### config.mk
export PLATFORM = sky130hd
export DESIGN_NAME = pipe_stage_elastic
export DESIGN_NICKNAME = d
export VERILOG_FILES = /design/src/rtl/pipe_stage_elastic.sv
export SDC_FILE = /design/constraint.sdc
export NUM_CORES = 1
export LEC_CHECK = 0
export CAP_MARGIN = 20
export CORE_UTILIZATION = 55
export CTS_BUF_LIST = sky130_fd_sc_hd__clkbuf_8
export DETAILED_ROUTE_END_ITERATION = 8
export PLACE_DENSITY = 0.87
export SLEW_MARGIN = 0
export SYNTH_ARGS = -nofsm -noshare
export SYNTH_HDL_FRONTEND = slang
export SYNTH_SLANG_ARGS = --single-unit
### constraint.sdc
create_clock -name clk -period 5.94 [get_ports clk]
set_input_delay 1.188 -clock clk [delete_from_list [all_inputs] [get_ports clk]]
set_output_delay 1.188 -clock clk [all_outputs]
set_load 0.05 [all_outputs]
### src/rtl/pipe_stage_elastic.sv
// pipe_stage_elastic: elastic in-order pipeline-stage buffer carrying
// {instruction, PC, bubble} between two valid/ready handshakes.
// Squashed fetches are stored as NOP bubbles; flush empties the stage.
//
// Ports:
//   clk, rst        clock and synchronous active-high reset
//   in_valid/ready  upstream handshake; in_ready depends only on count
//   instr_in, pc_in incoming instruction and its PC
//   squash_in       store the accepted entry as a NOP bubble
//   flush           discard all buffered entries
//   out_valid/ready downstream handshake on the head entry
//   instr_out, pc_out, bubble_out  head entry (NOP/0/1 when empty)
//   count           current occupancy
module pipe_stage_elastic #(
  parameter int unsigned         INSTR_W   = 16,
  parameter int unsigned         PC_W      = 16,
  parameter int unsigned         DEPTH     = 2,
  parameter int unsigned         CNT_W     = 2,
  parameter logic [INSTR_W-1:0]  NOP_INSTR = INSTR_W'(16'h0800)
) (
  input  logic               clk,
  input  logic               rst,
  input  logic               in_valid,
  output logic               in_ready,
  input  logic [INSTR_W-1:0] instr_in,
  input  logic [PC_W-1:0]    pc_in,
  input  logic               squash_in,
  input  logic               flush,
  output logic               out_valid,
  input  logic               out_ready,
  output logic [INSTR_W-1:0] instr_out,
  output logic [PC_W-1:0]    pc_out,
  output logic               bubble_out,
  output logic [CNT_W-1:0]   count
);

  localparam int unsigned PTR_W = (DEPTH > 1) ? $clog2(DEPTH) : 1;
  localparam logic [PTR_W-1:0] LAST_IDX = PTR_W'(DEPTH - 1);
  localparam logic [CNT_W-1:0] FULL_CNT = CNT_W'(DEPTH);

  logic [INSTR_W-1:0] instr_q  [DEPTH];
  logic [PC_W-1:0]    pc_q     [DEPTH];
  logic               bubble_q [DEPTH];

  logic [PTR_W-1:0] wr_ptr_q, wr_ptr_d;
  logic [PTR_W-1:0] rd_ptr_q, rd_ptr_d;
  logic [CNT_W-1:0] count_q, count_d;

  logic push, pop;

  // Explicit wrap so non-power-of-two depths cycle correctly.
  function automatic logic [PTR_W-1:0] ptr_inc(input logic [PTR_W-1:0] p);
    return (p == LAST_IDX) ? '0 : p + PTR_W'(1);
  endfunction

  // Handshake qualification; flush cancels both sides.
  always_comb begin
    in_ready  = (count_q != FULL_CNT);
    out_valid = (count_q != '0);
    push      = in_valid & in_ready & ~flush;
    pop       = out_valid & out_ready & ~flush;
  end

  // Pointer and occupancy next-state.
  always_comb begin
    wr_ptr_d = wr_ptr_q;
    rd_ptr_d = rd_ptr_q;
    count_d  = count_q;
    if (flush) begin
      wr_ptr_d = '0;
      rd_ptr_d = '0;
      count_d  = '0;
    end else begin
      if (push) wr_ptr_d = ptr_inc(wr_ptr_q);
      if (pop)  rd_ptr_d = ptr_inc(rd_ptr_q);
      case ({push, pop})
        2'b10:   count_d = count_q + CNT_W'(1);
        2'b01:   count_d = count_q - CNT_W'(1);
        default: count_d = count_q;
      endcase
    end
  end

  // Control state.
  always_ff @(posedge clk) begin
    if (rst) begin
      wr_ptr_q <= '0;
      rd_ptr_q <= '0;
      count_q  <= '0;
    end else begin
      wr_ptr_q <= wr_ptr_d;
      rd_ptr_q <= rd_ptr_d;
      count_q  <= count_d;
    end
  end

  // Entry storage; a squashed push becomes a NOP bubble that keeps its PC.
  always_ff @(posedge clk) begin
    if (rst) begin
      for (int i = 0; i < int'(DEPTH); i++) begin
        instr_q[i]  <= NOP_INSTR;
        pc_q[i]     <= '0;
        bubble_q[i] <= 1'b1;
      end
    end else if (push) begin
      instr_q[wr_ptr_q]  <= squash_in ? NOP_INSTR : instr_in;
      pc_q[wr_ptr_q]     <= pc_in;
      bubble_q[wr_ptr_q] <= squash_in;
    end
  end

  // Head presentation; an empty stage shows a NOP bubble at PC 0.
  always_comb begin
    instr_out  = NOP_INSTR;
    pc_out     = '0;
    bubble_out = 1'b1;
    if (out_valid) begin
      instr_out  = instr_q[rd_ptr_q];
      pc_out     = pc_q[rd_ptr_q];
      bubble_out = bubble_q[rd_ptr_q];
    end
  end

  assign count = count_q;

endmodule

==> metrics.cfg, run 1 <==
[run_status]
outcome=completed

[timing]
finalCritPeriodShare_pct=62.8
setup_tns_ns=0
setup_slack_ns=2.21
layout_min_cycle_time_ns=3.73
rsz0062_at_grt=no
hold_slack_ns=0.515
drv_slew=0
finalClockSkew_ns=0.00599
relSlewSlack_pct=33.1
max_freq_mhz=268
setup_viol_count_final=0
hold_violations=0
tightest_slew_ns=1.00

[synthesis]
syn_inst=266
synth-adder-area-share_pct=0.391
synth_simple_gate_area_share_pct=20.0
synth_xor_area_share_pct=0.822
synth_nets=305
ys_warn_count=0
synth_compound_area_share_pct=0.782
synth_top_family_by_area=simple AND/OR/NAND/NOR gates
ys_seq_elements=71
yosys-top-cells-area=edfxtp_1, mux2i_1, nor2_1
synth_top_area_share_pct=60.1
synthesis.area_mm2=0.00320
yosysSeqAreaShare_pct=64.5
synth.avg_cell_area_um2=12.0
netlist.top_cell.by_area=edfxtp_1
yosysUniqueCellTypes=23
muxShareOfSynthArea_pct=11.0

[clock_tree]
cts.repair.resized=0
clk_latency_ns=0.34
cts_tree=built
cts.sinks=71
ctsHoldBuffers=0
post_cts_buffers=0
htree_levels=3
cts_root_buf=clkbuf_8
cts.path.max_buffers=2
cts_made_buffers=9
clk_pin_slew_ns=0.07

[route]
via_per_inst=5.24
wl_per_cell_um=15.5
routed_wl_um=6440
vias=2173
drc=0
first_pass_iters=4
postRouteAntennaNets=0
drt-initial-drc-count=103

[global_routing]
grt_overflow=0
grt_pass1_wl_um=10700
grt_max_degree=34
grt_pass1_vias=2283
grt_use_total_pct=23.4
busiest_layer=met2
use_met3_pct=5.23
use_met2_pct=41.2
antenna_found_initial=0
met1_usage_pct=28.7

[floorplanning]
die_area_mm2=0.00612
die_w_um=78.3
die_h_um=78.3
initial_core_util_pct=57.7
core_area_mm2=0.00554
num_io_pins=75
row_count=27

[power_and_ir_drop]
power_leakage_nw=1.45
ir_worst_vdd_mv=0.181
powerDensity_mw_per_mm2=248

[final_layout]
layout-drive-gt1-share_pct=6.41
final_area_mm2=0.00415
n_fill_cell=364
nNetsFinal=377
antennaDiodeCount=0
syn_to_final_growth_pct=29.9
fin_cells=415

[place]
port_buffers=74
placed_cell_area_mm2=0.00397
dpl_worst_slack_ns=1.99
hpwl_um=4130
globalplace.congestion=0.755
place_inst=399

[critical_path]
worstPathCellList=mux2i_1 -> nor2_1 -> clkdlybuf4s50_1
path_class=reg2out
cp-end-kind=output pin
crit_slowest_cell=dfxtp_2
cp.arrival_ns=2.54
cp_slowest_stage_delay_ns=0.99
crit_path_max_fanout=33
critPathLaunchType=flop
required_ns=4.75

[hold_path]
min_path_type=reg2reg

[flow_run]
maxCapViolCount=0

[layout by cell type (no fill, tap or decap)]
cell type        synthesis  routed
clkdlybuf4s50_1          0      74
nor2_1                  71      70
edfxtp_1                64      64
mux2i_1                 35      35
and2_1                  32      32
nand2_1                 19      19
clkbuf_8                 0       9
dfxtp_1                  7       6
inv_1                    3       5
o21ai_0                  3       3
clkinv_2                 0       3
nand2b_2                 0       2
nand2b_1                 4       2
or3_1                    2       2
xor2_1                   2       2
a21oi_1                  2       2
nor2_2                   0       1
nor2b_2                  1       1
nand4_1                  1       1
or4_4                    1       1
and4_1                   1       1
nor4_4                   1       1
or2_2                    1       1
xnor2_1                  1       1
ha_1                     1       1
dfxtp_2                  0       1
clkinv_1                 0       1
bufinv_16                0       1
buf_4                    0       1
[synthesized netlist by cell type]
master / n
clkbuf_1: 8
nand2_1: 19
nand4_1: 1
or3_1: 2
dfxtp_1: 7
inv_1: 3
ha_1: 1
edfxtp_1: 64
nor4_4: 1
nand2b_1: 4
mux2i_1: 35
a21oi_1: 2
nor2b_2: 1
nor2_1: 71
and2_1: 32
and4_1: 1
buf_2: 4
xnor2_1: 1
or2_2: 1
xor2_1: 2
or4_4: 1
o21ai_0: 3
buf_6: 2
[metal layers]
metal	wire [um]	share of wire, %	up-vias
li1	-	-	1056
met1	2700	42	1031
met2	3310	51	79
met3	364	5.7	7
met4	55	0.85	0
met5	0	0	-
[state kept, by name (all words and copies together) (netlist names), named ones only]
signal	flops
wr_ptr_q	1
instr_q	32
bubble_q	2
pc_q	32
count	2
rd_ptr_q	1
[cell families (layout without fill, tap and decap cells)]
| group | after synthesis | in the layout |
|---|---|---|
| AND/OR/NAND/NOR | 134 | 134 |
| flip-flops | 71 | 71 |
| multiplexers | 35 | 35 |
| buffers and inverters | 17 | 94 |
| AO/OA/AOI/OAI | 5 | 5 |
| XOR/XNOR | 3 | 3 |
| adder cells (fa/ha/maj) | 1 | 1 |
[report_power, final]
part | internal, mW | leakage [nW] | total [mW] | switching, mW
Combinational | 0.0436 | 0.616 | 0.101 | 0.0577
Clock | 0.187 | 0.103 | 0.355 | 0.168
Sequential | 0.565 | 0.732 | 0.574 | 0.00812
Total | 0.796 | 1.45 | 1.03 | 0.234
[metrics by stage]
stage               power (mW)  util (%)
global route              1.06      75.0
global placement         0.681      71.7
detailed placement       0.685      71.7
finish                    1.03      75.0
CTS                       1.03      75.0
floorplan                0.637         -
[cell type report]
type                    instances  area (um^2)  share of cell area, %
multi-input cells             178         1060                   25.5
well taps                      72         90.1                   2.17
inverters                       3         11.3                  0.271
clock inverters                 7         56.3                   1.36
flip-flops and latches         71         2060                   49.7
clock buffers                   9          124                   2.98
repair buffers                 75          748                   18.0
[critical path: cells and delay by family, from the launching register on]
family / cells / cell delay (ns)
flip-flops: 1 / 0.99
multiplexers: 1 / 0.22
AND/OR/NAND/NOR: 1 / 0.16
buffers and inverters: 1 / 0.82
[worst paths after layout]
kind                                   from            end  slack, ns  depth (start not counted)
worst min-delay path            bubble_q[1]    bubble_q[1]       0.52                          2
worst max-delay path                   flop      pc_out[8]       2.21                          3
worst max register to register     count[0]  instr_q[1][2]       3.26                          4
worst min register to register  bubble_q[1]    bubble_q[1]       0.52                          2
Note: power is estimated with default switching activity, not from simulation.
==> inputs of run 2 (changes only) <==
- CORE_UTILIZATION: 55 -> 52
- PLACE_DENSITY: 0.87 -> 0.83
- clock period: 5.94 -> 3.6 ns (I/O delays scaled with it)
==> metrics.cfg, run 2 (synthesis results as in run 1) <==
[final_layout]
n_fill_cell=424
reg_top3=instr_q (32), pc_q (32)
layout_commonest_cell=clkdlybuf4s50_1
syn_to_final_growth_pct=32.4
antennaDiodeCount=0
seqCellArea_mm2=0.00206
layout-drive-gt1-share_pct=8.09
multi_input_area_mm2=0.00106
mostFrequentLayoutCells=clkdlybuf4s50_1, nor2_1, edfxtp_1
nNetsFinal=380

[critical_path]
r2r_start=count[0]
required_ns=2.88
crit_path_max_fanout=19
r2r-end=pc_q[0][7]
r2r_slack_ns=1.59
cp-end-kind=output pin
cp.arrival_ns=2.27
path_class=reg2out
critPathLaunchType=flop
reg2reg_depth=3

[clock_tree]
clk_latency_ns=0.34
cts.path.max_buffers=2
htree_levels=3
ctsHoldBuffers=0
clk_pin_slew_ns=0.07
cts_made_buffers=9
cts.repair.resized=0
cts.sinks=71
cts_tree=built
post_cts_buffers=0
cts_root_buf=clkbuf_8

[global_routing]
grt_pass1_wl_um=9150
grt_max_degree=33
grt_pass1_vias=2013
grt_use_total_pct=19.8
grt_overflow=0
antenna_found_initial=0

[route]
via_per_inst=5.17
drc=0
postRouteAntennaNets=0
routed_wl_um=6060
vias=2178
drt-initial-drc-count=157
wl_per_cell_um=14.4
first_pass_iters=4

[place]
hpwl_um=4040
globalplace.congestion=0.738
port_buffers=74
dpl_worst_slack_ns=0.774

[timing]
drv_slew=0
finalCritPeriodShare_pct=83.0
setup_tns_ns=0
hold_violations=0
setup_slack_ns=0.611
finalClockSkew_ns=0.00802
tightest_slew_ns=0.814
hold_slack_ns=0.504
rsz0062_at_grt=no
setup_viol_count_final=0
layout_min_cycle_time_ns=2.99
relSlewSlack_pct=45.3
max_freq_mhz=335

[run_status]
outcome=completed

[floorplanning]
row_count=28
die_w_um=80.4
die_area_mm2=0.00647
core_area_mm2=0.00592
initial_core_util_pct=54.0
die_h_um=80.4
num_io_pins=75

[hold_path]
hold_end=rd_ptr_q
min_path_type=reg2reg
worstHoldStart=rd_ptr_q
hold-path-cell-count=2

[flow_run]
maxCapViolCount=0

[power_and_ir_drop]
powerDensity_mw_per_mm2=426
ir_worst_vdd_mv=0.260
power.total_mw=1.80
power_leakage_nw=1.47

==> run 2: changes by cell type in the layout (fill, tap and decap cells not counted) <==
| cell | previous run | this run |
|---|---|---|
| buf_4 | 1 | 3 |
| clkinv_2 | 3 | 1 |
| clkinv_4 | 0 | 2 |
| clkinvlp_4 | 0 | 2 |
| inv_1 | 5 | 3 |
| buf_12 | 0 | 1 |
| bufinv_16 | 1 | 2 |
| clkinv_1 | 1 | 0 |
==> run 2: stage by stage <==
stage / instance area [um^2] / utilization (%) / instances
3_5_place_dp: 4010 / 67.8 / 405
5_1_grt: 4230 / 71.5 / 421
2_1_floorplan: 3200 / - / 266
4_1_cts: 4230 / 71.5 / 421
6_report: 4230 / 71.5 / 421
3_3_place_gp: 4010 / 67.8 / 405
==> run 2: metal layers <==
metal / GRT usage (%) / part of all wire (%) / vias up
li1: - / - / 1056
met1: 23.8 / 42 / 1037
met2: 34.2 / 52 / 77
met3: 3.18 / 5.6 / 8
met4: 10.2 / 1.2 / 0
met5: 0 / 0 / -
==> run 2: worst max-delay path: stages, from the launching register on <==
cell and delay, ns:
dfxtp_2 0.63, buf_12 0.25, mux2i_1 0.11, nor2_1 0.12
clkdlybuf4s50_1 0.81
==> run 2: layout make-up <==
type | instances | share of cell area (%)
timing repair buffer | 78 | 18.5
tap | 75 | 2.22
multi-input combinational | 178 | 25.0
sequential | 71 | 48.7
clock buffer | 9 | 2.93
clock inverter | 7 | 2.31
inverter | 3 | 0.266
==> run 2: worst max-delay path by stage <==
| stage | from | end | slack, ns | cells after the start |
|---|---|---|---|---|
| after floorplan | count[0] | instr_q[1][0] | 0.76 | 4 |
| after global placement | flush | instr_q[0][6] | 0.82 | 4 |
| after detailed placement | flush | instr_q[0][4] | 0.77 | 4 |
| after CTS | flop | pc_out[6] | 0.58 | 4 |
| after global routing | flop | pc_out[6] | 0.50 | 4 |
| final | flop | pc_out[6] | 0.61 | 4 |
==> run 2: where the power goes <==
group / internal [mW] / switching, mW
combinational: 0.0729 / 0.0945
clock: 0.391 / 0.299
sequential: 0.932 / 0.0119
total: 1.40 / 0.405
==> inputs of run 3 (changes only) <==
- clock period: 3.6 -> 2.8 ns (I/O delays scaled with it)
==> metrics.cfg, run 3 (synthesis results as in run 1) <==
[clock_tree]
cts_root_buf=clkbuf_8
cts.path.max_buffers=2
clk_latency_ns=0.34
post_cts_buffers=0
cts_tree=built
cts.sinks=71
clk_pin_slew_ns=0.07
cts_made_buffers=9
htree_levels=3

[floorplanning]
die_area_mm2=0.00647
initial_core_util_pct=54.0
num_io_pins=75
core_area_mm2=0.00592
row_count=28
die_w_um=80.4
die_h_um=80.4

[route]
via_per_inst=5.11
vias=2178
postRouteAntennaNets=0
drt-initial-drc-count=122
drc=0
wl_per_cell_um=15.3
first_pass_iters=4
routed_wl_um=6510

[hold_path]
hold-path-cell-count=2
min_path_type=reg2reg

[global_routing]
grt_pass1_vias=2160
grt_max_degree=21
grt_use_total_pct=21.6
antenna_found_initial=0
grt_pass1_wl_um=10100
grt_overflow=0

[critical_path]
cp.arrival_ns=2.15
path_class=reg2out
crit_cells=4
crit_slowest_cell=clkdlybuf4s50_1
cp_top_family=buffers and inverters
required_ns=2.24
worstPathCellList=buf_4 -> mux2i_1 -> nor2_1 -> clkdlybuf4s50_1
cp-end-kind=output pin
reg2reg_depth=6
crit_buf_inv=2
crit_path_max_fanout=9
critPathLaunchType=flop
cp_slowest_stage_delay_ns=0.83

[place]
port_buffers=74
globalplace.congestion=0.775
hpwl_um=4430
dpl_worst_slack_ns=0.318

[final_layout]
mostFrequentLayoutCells=clkdlybuf4s50_1, nor2_1, edfxtp_1
nNetsFinal=385
antennaDiodeCount=0
syn_to_final_growth_pct=34.2
reg_top3=instr_q (32), pc_q (32)
layout_commonest_cell=clkdlybuf4s50_1
layout-drive-gt1-share_pct=9.12
final_util_pct=72.5

[timing]
tightest_slew_ns=0.581
hold_violations=0
setup_slack_ns=0.0925
relSlewSlack_pct=61.3
setup_viol_count_final=0
rsz0062_at_grt=no
max_freq_mhz=369
finalClockSkew_ns=0.00842
drv_slew=0
finalCritPeriodShare_pct=96.7
layout_min_cycle_time_ns=2.71
setup_tns_ns=0

[power_and_ir_drop]
powerDensity_mw_per_mm2=532
power_leakage_nw=1.52
ir_worst_vdd_mv=0.319

[run_status]
outcome=completed

[flow_run]
maxCapViolCount=0

[run 3: what timing repair did]
item	4_1_cts	5_1_grt
hold buffers	0	0
endpoints found under the hold margin	0	0
gates resized for setup	1	0
setup endpoints to repair	19	0
[run 3: report_power, final]
part,total (mW),switching [mW],leakage (nW),internal (mW)
registers,1.21,0.0152,0.732,1.20
clock network,0.838,0.349,0.117,0.489
logic,0.231,0.126,0.675,0.105
[run 3: layer usage]
layer | GRT usage (%) | up-vias | wire length [um]
li1 | - | 1067 | -
met1 | 25.5 | 1029 | 2640
met2 | 37.5 | 74 | 3430
met3 | 3.86 | 8 | 350
met4 | 11.3 | 0 | 92
met5 | 0 | - | 0
[run 3: cell type report]
class                           count  area [um^2]
Inverter                            3         11.3
Sequential cell                    71         2060
Multi-Input combinational cell    178         1060
Timing Repair Buffer               83          853
Clock buffer                        9          124
Clock inverter                      7         81.3
Fill cell                         427         1630
Tap cell                           75         93.8
[run 3: tightest hold or removal path: stages, from the launching register on]
cell and delay [ns]:
dfxtp_1 0.31, nor2_1 0.08, mux2i_1 0.07
[run 3: worst paths after layout]
check	startpoint	end	slack, ns
setup reg to reg	count[1]	count[1]	0.92
setup / recovery	flop	pc_out[7]	0.09
hold / removal	bubble_q[0]	bubble_q[0]	0.51
hold reg to reg	bubble_q[0]	bubble_q[0]	0.51
[run 3: stage by stage]
stage | area, um^2 | std cells | total power [mW] | hold WS [ns]
2_1_floorplan | 3200 | 266 | 1.35 | 0.472
3_3_place_gp | 4080 | 410 | 1.46 | 0.490
3_5_place_dp | 4080 | 410 | 1.47 | 0.502
4_1_cts | 4290 | 426 | 2.30 | 0.511
5_1_grt | 4290 | 426 | 2.36 | 0.555
6_report | 4290 | 426 | 2.28 | 0.512
